<file path="src/rtl/ospi_host_ctrl_pkg.sv">
// Shared OSPI frame definitions: opcodes, phase lengths, FSM states and the header byte mux.
// Imported by the host controller and by the target RAM so both agree on frame layout.
package ospi_host_ctrl_pkg;

  localparam logic [3:0] OP_WRITE       = 4'hA;
  localparam logic [3:0] OP_READ        = 4'h2;
  localparam int         HDR_LEN        = 8;
  localparam int         DMY_LEN        = 2;
  localparam int         RD_LAT_DEFAULT = 1;

  typedef enum logic [2:0] {
    IDLE,
    HDR,
    DUMMY,
    WDATA,
    RDATA,
    TAIL
  } state_e;

  function automatic logic [7:0] hdr_byte(input logic        wr,
                                          input logic [3:0]  size,
                                          input logic [23:0] len,
                                          input logic [31:0] addr,
                                          input logic [2:0]  idx);
    case (idx)
      3'd0:    return {(wr ? OP_WRITE : OP_READ), size};
      3'd1:    return len[23:16];
      3'd2:    return len[15:8];
      3'd3:    return len[7:0];
      3'd4:    return addr[31:24];
      3'd5:    return addr[23:16];
      3'd6:    return addr[15:8];
      default: return addr[7:0];
    endcase
  endfunction

endpackage

</file>
<file path="src/rtl/ospi_host_ctrl_if.sv">
// Command, write/read stream and OSPI pad-side signals of the host controller.
// master = the controller's own view, slave = the surrounding logic and target.
interface ospi_host_ctrl_if;
  import ospi_host_ctrl_pkg::*;

  logic        cmd_valid;
  logic        cmd_ready;
  logic        cmd_write;
  logic [3:0]  cmd_size;
  logic [23:0] cmd_len;
  logic [31:0] cmd_addr;
  logic [7:0]  tx_data;
  logic        tx_valid;
  logic        tx_ready;
  logic [7:0]  rx_data;
  logic        rx_valid;
  logic        ospi_ncs;
  logic [7:0]  ospi_dq_o;
  logic        ospi_dq_oe;
  logic [7:0]  ospi_dq_i;
  logic        busy;
  logic        done;

  modport master (
    input  cmd_valid, cmd_write, cmd_size, cmd_len, cmd_addr, tx_data, tx_valid, ospi_dq_i,
    output cmd_ready, tx_ready, rx_data, rx_valid, ospi_ncs, ospi_dq_o, ospi_dq_oe, busy, done
  );

  modport slave (
    output cmd_valid, cmd_write, cmd_size, cmd_len, cmd_addr, tx_data, tx_valid, ospi_dq_i,
    input  cmd_ready, tx_ready, rx_data, rx_valid, ospi_ncs, ospi_dq_o, ospi_dq_oe, busy, done
  );

endinterface

</file>
<file path="src/rtl/ospi_host_ctrl_rx_capture.sv">
// Delays the read-slot marker by RD_LAT slots, then samples the bus into rx_data
// with a one-cycle rx_valid strobe (no backpressure).
module ospi_rx_capture #(
  parameter int RD_LAT = 1
) (
  input  logic       clk,
  input  logic       reset_n,
  input  logic       rd_slot,
  input  logic [7:0] dq_i,
  output logic [7:0] rx_data,
  output logic       rx_valid
);

  logic       sample_en;
  logic [7:0] rx_data_q, rx_data_d;
  logic       rx_valid_q, rx_valid_d;

  generate
    if (RD_LAT == 0) begin : g_direct
      assign sample_en = rd_slot;
    end else begin : g_pipe
      logic [RD_LAT-1:0] pipe_q, pipe_d;

      always_comb begin
        pipe_d = (pipe_q << 1) | RD_LAT'(rd_slot);
      end

      always_ff @(posedge clk) begin
        if (!reset_n) pipe_q <= '0;
        else          pipe_q <= pipe_d;
      end

      assign sample_en = pipe_q[RD_LAT-1];
    end
  endgenerate

  always_comb begin
    rx_valid_d = sample_en;
    rx_data_d  = sample_en ? dq_i : rx_data_q;
  end

  always_ff @(posedge clk) begin
    if (!reset_n) begin
      rx_valid_q <= 1'b0;
      rx_data_q  <= 8'h00;
    end else begin
      rx_valid_q <= rx_valid_d;
      rx_data_q  <= rx_data_d;
    end
  end

  assign rx_valid = rx_valid_q;
  assign rx_data  = rx_data_q;

endmodule

</file>
<file path="src/rtl/ospi_host_ctrl.sv">
// Octal-SPI SDR x8 host: header, dummy (read), data and one tail slot per command.
// state_q names the phase on the bus now; every bus output is registered from the next phase.
module ospi_host_ctrl
  import ospi_host_ctrl_pkg::*;
#(
  parameter int RD_LAT = RD_LAT_DEFAULT
) (
  input logic              clk,
  input logic              reset_n,
  ospi_host_ctrl_if.master bus
);

  state_e      state_q, state_d;
  logic [2:0]  slot_cnt_q, slot_cnt_d;
  logic [23:0] data_cnt_q, data_cnt_d;
  logic        cmd_write_q, cmd_write_d;
  logic [3:0]  cmd_size_q, cmd_size_d;
  logic [23:0] cmd_len_q, cmd_len_d;
  logic [31:0] cmd_addr_q, cmd_addr_d;
  logic        ncs_q, ncs_d;
  logic        oe_q, oe_d;
  logic [7:0]  dq_o_q, dq_o_d;
  logic        done_q, done_d;
  logic        accept;
  logic        wr_take;
  logic        rd_slot;

  assign accept = bus.cmd_valid && (state_q == IDLE);

  // A write byte is taken in the cycle before the slot that drives it; no byte means a pause slot.
  always_comb begin
    wr_take = 1'b0;
    if (reset_n && bus.tx_valid) begin
      if (state_q == HDR && slot_cnt_q == 3'(HDR_LEN - 1) && cmd_write_q && cmd_len_q != 24'd0)
        wr_take = 1'b1;
      if (state_q == WDATA && data_cnt_q != cmd_len_q)
        wr_take = 1'b1;
    end
  end

  always_comb begin
    state_d     = state_q;
    slot_cnt_d  = slot_cnt_q;
    data_cnt_d  = wr_take ? data_cnt_q + 24'd1 : data_cnt_q;
    cmd_write_d = cmd_write_q;
    cmd_size_d  = cmd_size_q;
    cmd_len_d   = cmd_len_q;
    cmd_addr_d  = cmd_addr_q;
    case (state_q)
      IDLE: if (accept) begin
        cmd_write_d = bus.cmd_write;
        cmd_size_d  = bus.cmd_size;
        cmd_len_d   = bus.cmd_len;
        cmd_addr_d  = bus.cmd_addr;
        slot_cnt_d  = 3'd0;
        data_cnt_d  = 24'd0;
        state_d     = HDR;
      end
      HDR: if (slot_cnt_q == 3'(HDR_LEN - 1)) begin
        slot_cnt_d = 3'd0;
        if (!cmd_write_q)              state_d = DUMMY;
        else if (cmd_len_q == 24'd0)   state_d = TAIL;
        else                           state_d = WDATA;
      end else begin
        slot_cnt_d = slot_cnt_q + 3'd1;
      end
      DUMMY: if (slot_cnt_q == 3'(DMY_LEN - 1)) begin
        data_cnt_d = 24'd0;
        state_d    = (cmd_len_q == 24'd0) ? TAIL : RDATA;
      end else begin
        slot_cnt_d = slot_cnt_q + 3'd1;
      end
      WDATA: if (data_cnt_q == cmd_len_q) state_d = TAIL;
      RDATA: if (data_cnt_q == cmd_len_q - 24'd1) state_d = TAIL;
             else data_cnt_d = data_cnt_q + 24'd1;
      TAIL:    state_d = IDLE;
      default: state_d = IDLE;
    endcase
  end

  always_comb begin
    ncs_d  = 1'b1;
    oe_d   = 1'b0;
    dq_o_d = 8'h00;
    done_d = (state_q == TAIL);
    case (state_d)
      HDR: begin
        ncs_d  = 1'b0;
        oe_d   = 1'b1;
        dq_o_d = hdr_byte(cmd_write_d, cmd_size_d, cmd_len_d, cmd_addr_d, slot_cnt_d);
      end
      DUMMY, RDATA, TAIL: ncs_d = 1'b0;
      WDATA: if (wr_take) begin
        ncs_d  = 1'b0;
        oe_d   = 1'b1;
        dq_o_d = bus.tx_data;
      end
      default: ;
    endcase
  end

  always_ff @(posedge clk) begin
    if (!reset_n) begin
      state_q     <= IDLE;
      slot_cnt_q  <= 3'd0;
      data_cnt_q  <= 24'd0;
      cmd_write_q <= 1'b0;
      cmd_size_q  <= 4'd0;
      cmd_len_q   <= 24'd0;
      cmd_addr_q  <= 32'd0;
      ncs_q       <= 1'b1;
      oe_q        <= 1'b0;
      dq_o_q      <= 8'h00;
      done_q      <= 1'b0;
    end else begin
      state_q     <= state_d;
      slot_cnt_q  <= slot_cnt_d;
      data_cnt_q  <= data_cnt_d;
      cmd_write_q <= cmd_write_d;
      cmd_size_q  <= cmd_size_d;
      cmd_len_q   <= cmd_len_d;
      cmd_addr_q  <= cmd_addr_d;
      ncs_q       <= ncs_d;
      oe_q        <= oe_d;
      dq_o_q      <= dq_o_d;
      done_q      <= done_d;
    end
  end

  assign rd_slot = (state_q == RDATA);

  ospi_rx_capture #(.RD_LAT(RD_LAT)) u_rx_capture (
    .clk      (clk),
    .reset_n  (reset_n),
    .rd_slot  (rd_slot),
    .dq_i     (bus.ospi_dq_i),
    .rx_data  (bus.rx_data),
    .rx_valid (bus.rx_valid)
  );

  assign bus.cmd_ready  = (state_q == IDLE);
  assign bus.tx_ready   = wr_take;
  assign bus.busy       = (state_q != IDLE);
  assign bus.done       = done_q;
  assign bus.ospi_ncs   = ncs_q;
  assign bus.ospi_dq_oe = oe_q;
  assign bus.ospi_dq_o  = dq_o_q;

endmodule

</file>
<file path="src/flat_wrapper.sv">
// flat-port wrapper written by rule: the top's interface ports become plain ports
module ospi_host_ctrl_flat import ospi_host_ctrl_pkg::*;
#(
  parameter int RD_LAT = RD_LAT_DEFAULT
)
  (clk, reset_n, bus_cmd_valid, bus_cmd_write, bus_cmd_size, bus_cmd_len, bus_cmd_addr, bus_tx_data, bus_tx_valid, bus_ospi_dq_i, bus_cmd_ready, bus_tx_ready, bus_rx_data, bus_rx_valid, bus_ospi_ncs, bus_ospi_dq_o, bus_ospi_dq_oe, bus_busy, bus_done);
  ospi_host_ctrl_if bus_i ();
  input logic clk;
  input logic reset_n;
  input wire logic [$bits(bus_i.cmd_valid)-1:0] bus_cmd_valid;
  input wire logic [$bits(bus_i.cmd_write)-1:0] bus_cmd_write;
  input wire logic [$bits(bus_i.cmd_size)-1:0] bus_cmd_size;
  input wire logic [$bits(bus_i.cmd_len)-1:0] bus_cmd_len;
  input wire logic [$bits(bus_i.cmd_addr)-1:0] bus_cmd_addr;
  input wire logic [$bits(bus_i.tx_data)-1:0] bus_tx_data;
  input wire logic [$bits(bus_i.tx_valid)-1:0] bus_tx_valid;
  input wire logic [$bits(bus_i.ospi_dq_i)-1:0] bus_ospi_dq_i;
  output wire logic [$bits(bus_i.cmd_ready)-1:0] bus_cmd_ready;
  output wire logic [$bits(bus_i.tx_ready)-1:0] bus_tx_ready;
  output wire logic [$bits(bus_i.rx_data)-1:0] bus_rx_data;
  output wire logic [$bits(bus_i.rx_valid)-1:0] bus_rx_valid;
  output wire logic [$bits(bus_i.ospi_ncs)-1:0] bus_ospi_ncs;
  output wire logic [$bits(bus_i.ospi_dq_o)-1:0] bus_ospi_dq_o;
  output wire logic [$bits(bus_i.ospi_dq_oe)-1:0] bus_ospi_dq_oe;
  output wire logic [$bits(bus_i.busy)-1:0] bus_busy;
  output wire logic [$bits(bus_i.done)-1:0] bus_done;
  assign bus_i.cmd_valid = bus_cmd_valid;
  assign bus_i.cmd_write = bus_cmd_write;
  assign bus_i.cmd_size = bus_cmd_size;
  assign bus_i.cmd_len = bus_cmd_len;
  assign bus_i.cmd_addr = bus_cmd_addr;
  assign bus_i.tx_data = bus_tx_data;
  assign bus_i.tx_valid = bus_tx_valid;
  assign bus_i.ospi_dq_i = bus_ospi_dq_i;
  assign bus_cmd_ready = bus_i.cmd_ready;
  assign bus_tx_ready = bus_i.tx_ready;
  assign bus_rx_data = bus_i.rx_data;
  assign bus_rx_valid = bus_i.rx_valid;
  assign bus_ospi_ncs = bus_i.ospi_ncs;
  assign bus_ospi_dq_o = bus_i.ospi_dq_o;
  assign bus_ospi_dq_oe = bus_i.ospi_dq_oe;
  assign bus_busy = bus_i.busy;
  assign bus_done = bus_i.done;
  ospi_host_ctrl #(.RD_LAT(RD_LAT)) u_core (.clk(clk), .reset_n(reset_n), .bus(bus_i));
endmodule
</file>
<file path="config.mk">
export PLATFORM = sky130hd
export DESIGN_NAME = ospi_host_ctrl_flat
export DESIGN_NICKNAME = d
export VERILOG_FILES = /design/src/rtl/ospi_host_ctrl_pkg.sv /design/src/rtl/ospi_host_ctrl_if.sv /design/src/rtl/ospi_host_ctrl_rx_capture.sv /design/src/rtl/ospi_host_ctrl.sv /design/src/flat_wrapper.sv
export SDC_FILE = /design/constraint.sdc
export NUM_CORES = 1
export LEC_CHECK = 0
export BUFFER_PORTS_ARGS = -buffer_cell sky130_fd_sc_hd__buf_2
export CORE_ASPECT_RATIO = 1.5
export CORE_MARGIN = 3
export CORE_UTILIZATION = 50
export DETAILED_ROUTE_END_ITERATION = 8
export PLACE_DENSITY = 0.72
export SYNTH_ARGS = -nofsm -noshare
export SYNTH_HDL_FRONTEND = slang
export SYNTH_SLANG_ARGS = --single-unit
</file>
<file path="constraint.sdc">
create_clock -name clk -period 3.9 [get_ports clk]
set_clock_uncertainty 0.1 [all_clocks]
set_input_delay 0.78 -clock clk [delete_from_list [all_inputs] [get_ports clk]]
set_output_delay 0.78 -clock clk [all_outputs]
set_load 0.01 [all_outputs]
</file>
==> After elaboration in Yosys (flattened, before gate mapping) <==
Index checks and enable logic that the tools add are counted.
{ "classes": {"add_sub_neg": 3, "n_eq_ne": 21, "muxes": 37, "n_reduce_logical": 12} }
{ "op_table": {"columns": ["cell", "n"], "rows": [
  ["two-way mux 24 bit", 6],
  ["case mux 24 bit (3 select lines)", 1],
  ["two-way mux 32 bit", 2],
  ["case mux 8 bit (7 select lines)", 1],
  ["== test 24 bit", 2],
  ["two-way mux 3 bit", 10],
  ["adder 24 x 1 -> 24 bit, second input constant", 1],
  ["== test 3 bit, second input constant", 8],
  ["zero test 24 bit", 1],
  ["!= test 24 bit", 1],
  ["nonzero test 24 bit", 1],
  ["subtractor 24 x 1 -> 24 bit, second input constant", 1],
  ["== test 3 x 2 -> 1 bit, second input constant", 6],
  ["case mux 8 bit (2 select lines)", 1],
  ["case mux 3 bit (5 select lines)", 1],
  ["== test 3 x 1 -> 1 bit, second input constant", 4],
  ["two-way mux 4 bit", 3],
  ["case mux 3 bit (3 select lines)", 1],
  ["two-way mux 1 bit", 8],
  ["two-way mux 8 bit", 1],
  ["logical AND 1 bit", 6],
  ["zero test 3 bit", 2],
  ["case mux 1 bit (2 select lines)", 2],
  ["OR reduction 4 bit", 1],
  ["other kinds (2)", 2]
]} }
{ "totals": {"register_bits": 112, "in_bits": 81, "output_inout_bits": 23, "elab_cells": 87} }

==> Depth between registers and ports, before layout <==
{ "depth": {"depth_word": 10, "mapped_depth": 14, "depth_no_buf": 11} }

==> By module <==
Synthesis repeated with hierarchy kept, for this count alone.
{ "hier_totals": {"cells_unflattened": 703, "hier_area_um2": 6169.7} }
{ "modules_own_cells": {"columns": ["mod", "instances", "cells_each", "area_per_inst_um2", "seq_area_each_um2"], "rows": [
  ["ospi_host_ctrl", 1, 674, 5814.3, 2042.0],
  ["ospi_rx_capture", 1, 29, 355.3, 200.2]
]} }

==> Worst setup path before layout <==
Ideal clock, no wire load.
{ "synth_timing": {"kind": "flip-flop to output port", "startpoint": "register u_core.cmd_len_q[3]", "endpoint": "output port bus_tx_ready", "arrival_ns": 2.420, "required_ns": 3.020, "setup_slack_ns": 0.600, "path_stages_with_launch": 10, "n_path_buf": 3, "cell_sequence": "dfxtp_1 > buf_6 > xor2_1 > nor4_1 > nand4_1 > or4_1 > nor3_1 > o32ai_1 > clkbuf_1 > clkbuf_1"} }
{ "synth_via": {"elab_chain_len": 5, "word_cells_on_any_way": 7, "cone_classes": "1 x eq/ne; 3 x mux; 3 x reduce/logical"} }
{ "synth_rtl": {"columns": ["item", "line", "source"], "rows": [
  ["start: declaration", "ospi_host_ctrl.sv:18", "logic [23:0] cmd_len_q, cmd_len_d;"],
  ["start signal: assignment", "ospi_host_ctrl.sv:121", "cmd_len_q <= cmd_len_d;"],
  ["nonzero test 24 bit", "ospi_host_ctrl.sv:34", "if (state_q == HDR && slot_cnt_q == 3'(HDR_LEN - 1) && cmd_write_q && cmd_len_q != 24'd0)"],
  ["logical AND 1 bit", "ospi_host_ctrl.sv:34", null],
  ["two-way mux 1 bit", "ospi_host_ctrl.sv:34", null],
  ["two-way mux 1 bit (*)", "ospi_host_ctrl.sv:36", "if (state_q == WDATA && data_cnt_q != cmd_len_q)"],
  ["two-way mux 1 bit (*)", "ospi_host_ctrl.sv:33", "if (reset_n && bus.tx_valid) begin"],
  ["end: declaration", "flat_wrapper.sv:19", "output wire logic [$bits(bus_i.tx_ready)-1:0] bus_tx_ready;"]
]} }
Every way passes the cells marked *; elsewhere a longest branch is shown, timed or not.

==> Worst setup path after layout <==
Ends and elaborated chain as after synthesis.

==> flow_summary.yaml <==
routing:
  drcViolationCount: 0
  firstDrtPassIters: 5
  detail-route-antenna-nets: 0
  wl_per_cell_um: 19.2
  routed_via_density: 6.03
  first_iter_violations: 419
  dr_total_vias: 5931
  routed_wirelength_mm: 18.9
timing:
  report.final.setup_viol: 0
  finalSetupTns_ps: 0
  post-route-min-period_ps: 3660
  setup_repair_after_global_routing_missed_its_margin: "false"
  worst_pin_slew_ps: 904
  final_max_slew_viol_count: 0
  timing_hold_violations_final: 0
  timing.final.crit_share_pct: 93.7
  slew_headroom_pct: 39.7
  timing.fmax_ghz: 0.274
synthesis:
  post_synth_main_area_contributors: "sky130_fd_sc_hd__dfxtp_1 (36%), sky130_fd_sc_hd__mux2i_1 (12%), sky130_fd_sc_hd__nor2_1 (7.1%)"
  synth_seq_cells: 112
  synth_nets: 834
  synthArstFlopShare_pct: 0
  synth_cell_type_count: 76
  synthTopCellsByCount: "sky130_fd_sc_hd__nor2_1 (118), sky130_fd_sc_hd__dfxtp_1 (112), sky130_fd_sc_hd__mux2i_1 (74)"
  synth.yosys.seq_area_share_pct: 35.9
  synth_flop_cell: "sky130_fd_sc_hd__dfxtp_1"
  synth.top_cell.area_share_pct: 35.9
  post_synth_inst_count: 747
  synth-edff-count: 0
  syn_area_um2: 6240
  yosysWarningCount: 0
  synth.avg_cell_area_um2: 8.35
  netlist.top_cell.by_area: "sky130_fd_sc_hd__dfxtp_1"
  yosysMostFrequentCell: "sky130_fd_sc_hd__nor2_1"
pwr:
  power.density_nw_per_um2: 372
  switching_power_uw: 763
  pint_uw: 1890
  leakage_power_of_the_design_uw: 0.00291
  worst_ir_drop_vdd_mv: 0.256
  switching_share_pct: 28.7
  totalPowerFinal_uw: 2660
  sequentialPowerShare_pct: 46.6
  comb_power_share_pct: 17.4
  relative_contribution_of_the_clock_network_to_total_power_pct: 36.0
floorplanning:
  rows: 49
  core-area_um2: 12100
  dieArea_um2: 13900
  top_level_ports: 104
  die_width_um: 97.2
  vertical_extent_of_the_die_um: 143
  initial_core_util_pct: 51.6
clock_tree:
  cts_hold_repair.buffers: 0
  clkLatencyLatePin_ps: 350
  cts_resized: 0
  clkSinkCount: 112
  clock_tree_from_tritoncts: "done"
  clockRootBuffer: "sky130_fd_sc_hd__clkbuf_16"
  cts_max_path_buffers: 2
  cts.repair_timing.setup_buffer_count: 0
  cts_made_buffers: 9
  clk_pin_slew_worst_paths_ps: 80
  cts_htree_levels: 3
finish:
  drive_above_1_share_pct: 19.4
  antennaDiodeCount: 0
  fillers: 1066
  synthToLayoutAreaGrowth_pct: 14.5
  final_nets: 912
job:
  count_of_maximum_capacitance_violations: 0
worst_setup_path:
  critical_path_sink: "bus_tx_ready"
  worstSetupPathType: "register to primary output"
  critical_path.startpoint_type: "register"
  r2r_end: "u_core.bus.ospi_dq_o[3]$_SDFF_PN0_"
  critical_path.max_fanout: 11
  critical_path.startpoint: "u_core.cmd_len_q[3]$_SDFF_PN0_"
  worst_reg_to_reg_path_cell_count: 9
  critical_path.reg2reg.startpoint: "u_core.state_q[0]$_SDFF_PN0_"
  setup.reg_to_reg.worst_slack_ps: 270
  worst-endpoint-required_ps: 3020
  cp.arrival_ps: 2780
  critPathCaptureType: "primary output"
min_path:
  worst_hold_path_type: "register to register"
global_routing:
  antenna_found_initial: 0
  vias_in_the_first_global_route: 5906
  largest_net_degree_at_the_start_of_global_routing: 51
  grt_first_pass_wirelength_mm: 29.8
  grt.overflow.total: 0
  grt_use_total_pct: 26.7
status:
  status: "finished clean"
placed_design:
  dpl.hpwl_mm: 14.7
  number_of_buffers_added_on_ports: 103
  gp_congestion: 0.960
## cells in the final DEF (no fill, tap or decap), types with 3 or more instances in the layout
| cell | count |
|---|---|
| sky130_fd_sc_hd__nor2_1 | 118 |
| sky130_fd_sc_hd__dfxtp_1 | 112 |
| sky130_fd_sc_hd__buf_2 | 103 |
| sky130_fd_sc_hd__mux2i_1 | 74 |
| sky130_fd_sc_hd__nand2_1 | 39 |
| sky130_fd_sc_hd__a21oi_1 | 37 |
| sky130_fd_sc_hd__nand3_1 | 35 |
| sky130_fd_sc_hd__o21ai_0 | 28 |
| sky130_fd_sc_hd__nor3_1 | 25 |
| sky130_fd_sc_hd__nand4_1 | 21 |
| sky130_fd_sc_hd__xor2_1 | 17 |
| sky130_fd_sc_hd__xnor2_1 | 17 |
| sky130_fd_sc_hd__buf_4 | 16 |
| sky130_fd_sc_hd__and3_1 | 13 |
| sky130_fd_sc_hd__nor4_1 | 12 |
| sky130_fd_sc_hd__or3_1 | 11 |
| sky130_fd_sc_hd__clkbuf_16 | 9 |
| sky130_fd_sc_hd__inv_1 | 8 |
| sky130_fd_sc_hd__nand2b_1 | 7 |
| sky130_fd_sc_hd__o22ai_1 | 6 |
| sky130_fd_sc_hd__ha_1 | 6 |
| sky130_fd_sc_hd__or4_1 | 5 |
| sky130_fd_sc_hd__a211oi_1 | 5 |
| sky130_fd_sc_hd__o31ai_2 | 5 |
| sky130_fd_sc_hd__a311oi_1 | 5 |
| sky130_fd_sc_hd__nor2b_1 | 4 |
| sky130_fd_sc_hd__and4_1 | 4 |
| sky130_fd_sc_hd__a21o_1 | 4 |
| sky130_fd_sc_hd__and2_1 | 4 |
| sky130_fd_sc_hd__nand4b_1 | 3 |
| sky130_fd_sc_hd__a22oi_1 | 3 |
| sky130_fd_sc_hd__o21a_1 | 3 |
| sky130_fd_sc_hd__o21ai_2 | 3 |
| sky130_fd_sc_hd__a22o_1 | 3 |
## stage by stage
stage | util (%) | setup slack (ps) | instances | area, um^2 | hold slack (ps)
5_1_grt | 59.2 | 62.5 | 983 | 7140 | 423
6_report | 59.2 | 245 | 983 | 7140 | 393
3_3_place_gp | 56.6 | 351 | 967 | 6840 | 368
2_1_floorplan | - | 600 | 747 | 6240 | 348
3_5_place_dp | 56.6 | 325 | 967 | 6840 | 382
4_1_cts | 59.2 | 228 | 983 | 7140 | 399
## cells by family (layout without fill, tap and decap cells)
family / Yosys count / after routing / synth area share (%)
compound gates: 140 / 140 / 15.6
xor+xnor: 34 / 34 / 4.77
fa+ha+maj: 6 / 6 / 1.20
buf+inv: 61 / 144 / 4.47
flops: 112 / 112 / 35.9
mux: 75 / 75 / 12.1
simple gates: 319 / 319 / 26.0
## per-layer routing
| metal | GRT usage, % | part of all wire [%] |
|---|---|---|
| met5 | 0 | 0 |
| met4 | 14.6 | 4.9 |
| met3 | 4.20 | 4.3 |
| met2 | 49.1 | 52 |
| met1 | 29.4 | 39 |
## worst max-delay path, stage by stage, from the launching register on
cell and delay (ps):
sky130_fd_sc_hd__dfxtp_1 520, sky130_fd_sc_hd__xor2_1 160, sky130_fd_sc_hd__nor4_1 310, sky130_fd_sc_hd__nand4_1 130, sky130_fd_sc_hd__or4_1 540, sky130_fd_sc_hd__nor3_1 200, sky130_fd_sc_hd__buf_4 180, sky130_fd_sc_hd__o32ai_4 180
sky130_fd_sc_hd__buf_2 200
## power by group through the flow
stage / clock, uW / combinational (uW) / sequential (uW)
6_report: 957 / 461 / 1240
5_1_grt: 1020 / 502 / 1240
4_1_cts: 973 / 458 / 1240
3_5_place_dp: 0 / 456 / 1260
3_3_place_gp: 0 / 453 / 1260
2_1_floorplan: 0 / 323 / 1240
## worst min-delay path by stage
stage,from,endpoint,slack (ps),depth (start not counted)
finish,u_core.cmd_addr_q[21]$_SDFF_PN0_,u_core.cmd_addr_q[21]$_SDFF_PN0_,390,2
global route,u_core.cmd_size_q[1]$_SDFF_PN0_,u_core.cmd_size_q[1]$_SDFF_PN0_,420,2
CTS,u_core.cmd_size_q[1]$_SDFF_PN0_,u_core.cmd_size_q[1]$_SDFF_PN0_,400,2
detailed placement,u_core.cmd_addr_q[21]$_SDFF_PN0_,u_core.cmd_addr_q[21]$_SDFF_PN0_,380,2
global placement,u_core.u_rx_capture.rx_data[7]$_SDFFE_PN0P_,u_core.u_rx_capture.rx_data[7]$_SDFFE_PN0P_,370,2
floorplan,u_core.cmd_addr_q[27]$_SDFF_PN0_,u_core.cmd_addr_q[27]$_SDFF_PN0_,350,2
## state kept, by name, summed over array words and instances, names as in the netlist
register	cells
u_core.bus.done	1
u_core.bus.ospi_dq_o	8
u_core.bus.ospi_dq_oe	1
u_core.bus.ospi_ncs	1
u_core.cmd_addr_q	32
u_core.cmd_len_q	24
u_core.cmd_size_q	4
u_core.cmd_write_q	1
u_core.data_cnt_q	24
u_core.slot_cnt_q	3
u_core.state_q	3
u_core.u_rx_capture.g_pipe.pipe_q	1
u_core.u_rx_capture.rx_data	8
u_core.u_rx_capture.rx_valid	1
## final cells by class
type | count | area (um^2) | share of cell area [%]
timing repair buffer | 119 | 636 | 8.90
clock buffer | 10 | 229 | 3.20
clock inverter | 6 | 75.1 | 1.05
tap | 153 | 191 | 2.68
sequential | 112 | 2240 | 31.4
multi-input combinational | 574 | 3740 | 52.3
inverter | 9 | 33.8 | 0.473
No activity file was read; power rests on OpenSTA's default activity.
